## config.mk

```make
export PLATFORM = sky130hd
export DESIGN_NAME = qam_demod
export DESIGN_NICKNAME = d
export VERILOG_FILES = /design/src/rtl/qam_demod.sv
export SDC_FILE = /design/constraint.sdc
export NUM_CORES = 2
export LEC_CHECK = 0
export CORE_MARGIN = 2
export CORE_UTILIZATION = 45
export DETAILED_ROUTE_END_ITERATION = 8
export SYNTH_ARGS = -nofsm -noshare
export SYNTH_HDL_FRONTEND = slang
export SYNTH_SLANG_ARGS = --single-unit
export TNS_END_PERCENT = 10
```

## constraint.sdc

```tcl
create_clock -name clk -period 4.6 [get_ports clk]
set_clock_uncertainty 0.1 [all_clocks]
set_input_delay 0.92 -clock clk [delete_from_list [all_inputs] [get_ports clk]]
set_output_delay 0.92 -clock clk [all_outputs]
set_load 0.02 [all_outputs]
```

## src/rtl/qam_demod.sv

```systemverilog
// Coherent QPSK demodulator: mix with sin/cos references, integrate over one symbol,
// slice to 2 bits and re-serialise. Optional soft outputs: define QAM_DEMOD_SOFT_OUT_EN.
module qam_demod #(
    parameter int SAMPLE_W        = 16,
    parameter int SAMPLES_PER_SYM = 32,
    parameter int ACC_W           = 48
) (
    input  logic                       clk,
    input  logic                       rst,
    input  logic                       en,
    input  logic signed [SAMPLE_W-1:0] sample_in,
    input  logic signed [SAMPLE_W-1:0] sine_ref,
    input  logic signed [SAMPLE_W-1:0] cosine_ref,
    input  logic                       sym_start,
    output logic [1:0]                 sym_out,
    output logic                       sym_valid,
    output logic                       bit_out,
    output logic                       bit_valid,
    output logic                       sync_err
`ifdef QAM_DEMOD_SOFT_OUT_EN
    ,
    output logic signed [ACC_W-1:0]    soft_i,
    output logic signed [ACC_W-1:0]    soft_q
`endif
);
    localparam int PROD_W = 2 * SAMPLE_W;
    localparam int CNT_W  = $clog2(SAMPLES_PER_SYM);
    localparam logic [CNT_W-1:0] LAST_CNT = CNT_W'(SAMPLES_PER_SYM - 1);

    typedef enum logic [1:0] {ACQ, INTEG, DUMP} state_t;

    function automatic logic signed [PROD_W-1:0] mul_full(
        input logic signed [SAMPLE_W-1:0] a,
        input logic signed [SAMPLE_W-1:0] b
    );
        logic signed [PROD_W-1:0] ax;
        logic signed [PROD_W-1:0] bx;
        ax = {{SAMPLE_W{a[SAMPLE_W-1]}}, a};
        bx = {{SAMPLE_W{b[SAMPLE_W-1]}}, b};
        return ax * bx;
    endfunction

    function automatic logic signed [ACC_W-1:0] sext(input logic signed [PROD_W-1:0] p);
        return {{(ACC_W-PROD_W){p[PROD_W-1]}}, p};
    endfunction

    function automatic logic slice(input logic signed [ACC_W-1:0] a);
        return ~a[ACC_W-1];
    endfunction

    state_t           state_q, state_d;
    logic [CNT_W-1:0] cnt_q, cnt_d;
    logic             take, first, last, err;

    always_ff @(posedge clk or negedge rst) begin
        if (!rst) begin
            state_q <= ACQ;
            cnt_q   <= '0;
        end else begin
            state_q <= state_d;
            cnt_q   <= cnt_d;
        end
    end

    // DUMP behaves like count 0 so a sample arriving right after the last one starts the next symbol
    always_comb begin
        state_d = state_q;
        cnt_d   = cnt_q;
        take    = 1'b0;
        first   = 1'b0;
        last    = 1'b0;
        err     = 1'b0;
        unique case (state_q)
            ACQ: begin
                if (en && sym_start) begin
                    take    = 1'b1;
                    first   = 1'b1;
                    cnt_d   = CNT_W'(1);
                    state_d = INTEG;
                end
            end
            INTEG, DUMP: begin
                state_d = INTEG;
                if (en) begin
                    take = 1'b1;
                    if (cnt_q == '0 || sym_start) begin
                        first = 1'b1;
                        err   = sym_start && (cnt_q != '0);
                        cnt_d = CNT_W'(1);
                    end else if (cnt_q == LAST_CNT) begin
                        last    = 1'b1;
                        cnt_d   = '0;
                        state_d = DUMP;
                    end else begin
                        cnt_d = cnt_q + 1'b1;
                    end
                end
            end
            default: state_d = ACQ;
        endcase
    end

    logic signed [PROD_W-1:0] prod_i_p1_q, prod_q_p1_q;
    logic                     vld_p1_q, first_p1_q, last_p1_q, err_p1_q;
    logic signed [ACC_W-1:0]  acc_i_p2_q, acc_q_p2_q;
    logic                     dump_p2_q;
    logic [1:0]               sym_q;
    logic                     sym_vld_q, bit_q, bit_vld_q, bit2_pend_q, sync_err_q;

    always_ff @(posedge clk or negedge rst) begin
        if (!rst) begin
            prod_i_p1_q <= '0;
            prod_q_p1_q <= '0;
            vld_p1_q    <= 1'b0;
            first_p1_q  <= 1'b0;
            last_p1_q   <= 1'b0;
            err_p1_q    <= 1'b0;
            acc_i_p2_q  <= '0;
            acc_q_p2_q  <= '0;
            dump_p2_q   <= 1'b0;
            sym_q       <= 2'b00;
            sym_vld_q   <= 1'b0;
            bit_q       <= 1'b0;
            bit_vld_q   <= 1'b0;
            bit2_pend_q <= 1'b0;
            sync_err_q  <= 1'b0;
        end else begin
            // Stage 1: mix
            vld_p1_q   <= take;
            first_p1_q <= first;
            last_p1_q  <= last;
            err_p1_q   <= err;
            if (take) begin
                prod_i_p1_q <= mul_full(sample_in, sine_ref);
                prod_q_p1_q <= mul_full(sample_in, cosine_ref);
            end
            // Stage 2: integrate
            dump_p2_q  <= vld_p1_q && last_p1_q;
            sync_err_q <= err_p1_q;
            if (vld_p1_q) begin
                if (first_p1_q) begin
                    acc_i_p2_q <= sext(prod_i_p1_q);
                    acc_q_p2_q <= sext(prod_q_p1_q);
                end else begin
                    acc_i_p2_q <= acc_i_p2_q + sext(prod_i_p1_q);
                    acc_q_p2_q <= acc_q_p2_q + sext(prod_q_p1_q);
                end
            end
            // Stage 3: slice
            sym_vld_q <= dump_p2_q;
            if (dump_p2_q) begin
                sym_q <= {slice(acc_i_p2_q), slice(acc_q_p2_q)};
            end
            // Serialiser: sine bit first, then cosine bit
            if (sym_vld_q) begin
                bit_q       <= sym_q[1];
                bit_vld_q   <= 1'b1;
                bit2_pend_q <= 1'b1;
            end else if (bit2_pend_q) begin
                bit_q       <= sym_q[0];
                bit_vld_q   <= 1'b1;
                bit2_pend_q <= 1'b0;
            end else begin
                bit_vld_q   <= 1'b0;
            end
        end
    end

`ifdef QAM_DEMOD_SOFT_OUT_EN
    logic signed [ACC_W-1:0] soft_i_q, soft_q_q;

    always_ff @(posedge clk or negedge rst) begin
        if (!rst) begin
            soft_i_q <= '0;
            soft_q_q <= '0;
        end else if (dump_p2_q) begin
            soft_i_q <= acc_i_p2_q;
            soft_q_q <= acc_q_p2_q;
        end
    end

    assign soft_i = soft_i_q;
    assign soft_q = soft_q_q;
`endif

    assign sym_out   = sym_q;
    assign sym_valid = sym_vld_q;
    assign bit_out   = bit_q;
    assign bit_valid = bit_vld_q;
    assign sync_err  = sync_err_q;

endmodule
```

==> results by group <==
Outcome
  – Run status: finished with violations
  – Failing checks: negative setup slack

Synth
  – Syn. warnings: 0
  – Post-synth EDFFs: 0
  – Synth Area per Inst: 8.87 um2
  – Mapped cell area: 0.0318 mm2
  – Main synth FF type: dfrtp_1
  – Syn nets: 4,422
  – Synth unique cells: 78
  – Seq/Total Area, Yosys: 0.141
  – Syn Inst Count: 3,581
  – Ys async rst share: 1.00
  – Synthesized flop and latch total: 179

Clocking
  – Clock latency on the worst-skew pair: 0.48 ns
  – Hold_buf cts: 0
  – Root buffer cell: clkbuf_16
  – TritonCTS buffer count: 17
  – TritonCTS clock tree: built
  – CTS Sinks: 179
  – Htree depth: 4
  – Worst-path clk slew: 0.08 ns
  – CTS max path bufs: 2

Critical path
  – Setup CP Type: in -> reg
  – Setup crit end kind: flop
  – Worst Path Arrival: 6.72 ns
  – Critical path required time: 4.85 ns
  – Critical Path Start Type: primary input
  – Critical Path Fanout Max: 5

STA
  – Minimum clock period: 6.47 ns
  – Final Cycle Share: 1.41
  – Slew Viols, Final: 0
  – Transition time of the tightest slew-check pin: 1.06 ns
  – Min setup slack post-route: -1.87 ns
  – Fin Setup TNS: -60.64 ns
  – Slew HR: 0.291
  – Final setup viols: 49
  – Unrepaired setup endpoints after global routing: yes
  – Hold Vio Cnt, Final: 0
  – Max Clk Rate: 155 MHz

Cells and area
  – Storage cell area: 0.00449 mm2
  – Area delta synth->final: 21.0%
  – Fin nets: 4,773
  – Multi-input logic area: 0.0253 mm2
  – Util after Layout: 0.550
  – Fillcell total: 6,416
  – Share of cells above drive strength 1: 0.185
  – Diodes inserted: 0

Die
  – Starting Density: 0.454
  – Core area: 0.0699 mm2
  – FP Rows: 97
  – Die area: 0.0727 mm2
  – Die Wd: 270 um
  – Die height: 270 um
  – Num ports: 58

Global routing
  – Initial antenna violation count: 0
  – Remaining global-route overflow: 0
  – First-pass GRT wire length: 132,000 um
  – Largest net degree at the start of global routing: 88
  – Overall Global Routing Usage: 0.222
  – Vias in the first global route: 25,800

Routing
  – DRT Wirelength: 78,700 um
  – 1st-iter DRT viols: 1,389
  – DRC viols: 0
  – DR vias: 24,900
  – Routed vias/inst: 5.09
  – Remaining antenna violation count: 0
  – Final routed wire length divided by cell count: 16.1 um
  – Pre-antenna DRT Iters: 5

Hold path
  – HP Class: reg -> reg

Placement
  – PortBufs: 57
  – Pre-CTS WS: -2.74 ns
  – Final HPWL DP: 60,400 um
  – Final GP Congestion: 0.852

Flow run
  – MaxCap Viol Count: 0
==> flip-flops by register name, indices dropped and copies added, names as in the netlist <==
| register | cells |
|---|---|
| bit_valid | 1 |
| bit2_pend_q | 1 |
| last_p1_q | 1 |
| sync_err | 1 |
| vld_p1_q | 1 |
| acc_i_p2_q | 48 |
| prod_i_p1_q | 32 |
| state_q | 2 |
| acc_q_p2_q | 48 |
| dump_p2_q | 1 |
| first_p1_q | 1 |
| prod_q_p1_q | 32 |
| sym_valid | 1 |
| sym_out | 2 |
| err_p1_q | 1 |
| cnt_q | 5 |
| bit_out | 1 |
==> repair_timing <==
item / 4_1_cts / 5_1_grt
setup endpoints to repair: 52 / 51
pin swaps: 96 / 100
gates resized for setup: 319 / 114
hold endpoints to repair: 0 / 0
buffers inserted: 41 / 14
cloned: 15 / 4
==> cell families after synthesis <==
logic type / count (synthesis) / synth area share
xor gates and xnor gates: 149 / 0.0411
and+or+nand+nor: 1026 / 0.154
muxes: 31 / 0.0102
AOI/OAI and AO/OA: 635 / 0.127
DFF: 179 / 0.141
adders and majority gates: 789 / 0.435
buffers and inverters: 772 / 0.0914
==> final timing paths <==
path	start	end	slack, ns	cells after the start
worst max register to register	prod_i_p1_q[0]$_DFFE_PN0P_	acc_i_p2_q[42]$_DFFE_PN0P_	0.72	14
worst min register to register	err_p1_q$_DFF_PN0_	sync_err$_DFF_PN0_	0.25	0
worst max-delay path	sample_in[5]	prod_q_p1_q[31]$_DFFE_PN0P_	-1.87	24
worst min-delay path	err_p1_q$_DFF_PN0_	sync_err$_DFF_PN0_	0.25	0
max in group asynchronous	rst	prod_q_p1_q[15]$_DFFE_PN0P_	3.12	2
min in group asynchronous	rst	acc_q_p2_q[36]$_DFFE_PN0P_	0.38	1
==> per-layer routing <==
metal | vias up | share of wire | track usage
li1 | 12000 | - | -
met1 | 12300 | 0.49 | 0.335
met2 | 537 | 0.45 | 0.348
met3 | 56 | 0.051 | 0.0247
met4 | 0 | 0.011 | 0.0398
met5 | - | 0 | 0
==> cell type report <==
cell class	count	area share
Multi-Input combinational cell	2630	0.658
Timing Repair Buffer	478	0.117
Sequential cell	179	0.117
Inverter	626	0.0614
Tap cell	940	0.0306
Clock buffer	17	0.0111
Clock inverter	15	0.00469
==> Yosys cell counts, drive strengths merged, types with 53 or more instances <==
library cell	count	share of area
inv	626	0.074
fa	526	0.33
nand2	415	0.049
ha	263	0.10
and2	252	0.050
a21oi	227	0.036
nor2	192	0.023
dfrtp	179	0.14
o21ai	149	0.024
clkbuf	140	0.017
xnor2	96	0.026
a21o	77	0.018
xor2	53	0.015
==> placed cells by master, fill, tap and decap left out, drive strengths merged, types with 6 or more instances in the layout <==
cell type        n
dfrtp          179
o211ai          14
nor2           192
nand3           31
o31ai            6
inv            636
and3            20
o21ai          149
and2           252
ha             263
nand2b          33
nor2b           13
o22ai            7
a21o            77
xnor2           96
mux2i           20
nand4           11
o21a            20
a211oi          19
fa             526
a31oi           19
nand2          415
xor2            53
bufbuf           9
or3              9
a21oi          227
mux2            11
o221ai           9
clkdlybuf4s15    9
clkdlybuf4s50   10
o21bai          30
dlygate4sd2      9
buf            434
clkbuf          24
nor3            21
==> metrics by stage <==
step | hold WS, ns | std cells | cell area (um2)
2_1_floorplan | 0.231 | 3581 | 32200
3_3_place_gp | 0.239 | 4781 | 36100
3_5_place_dp | 0.235 | 4781 | 36100
4_1_cts | 0.252 | 4869 | 37900
5_1_grt | 0.278 | 4885 | 38400
6_report | 0.251 | 4885 | 38400
==> worst max-delay path, stage by stage <==
cell	delay, ns
buf_12	0.12
buf_12	0.14
buf_6	0.12
buf_6	0.11
and2_4	0.13
fa_1	0.49
inv_2	0.04
fa_2	0.53
fa_1	0.41
fa_1	0.56
inv_2	0.04
fa_1	0.50
fa_1	0.59
ha_4	0.22
a21o_1	0.19
nand2_1	0.09
o311a_4	0.22
o21ai_4	0.07
a221o_1	0.35
o41ai_4	0.33
o2111ai_1	0.13
a21oi_1	0.16
xnor2_1	0.15
o21ai_1	0.09
Power is not shown: default switching activity piles up to over one toggle a cycle in this logic, so the estimate is an artifact.
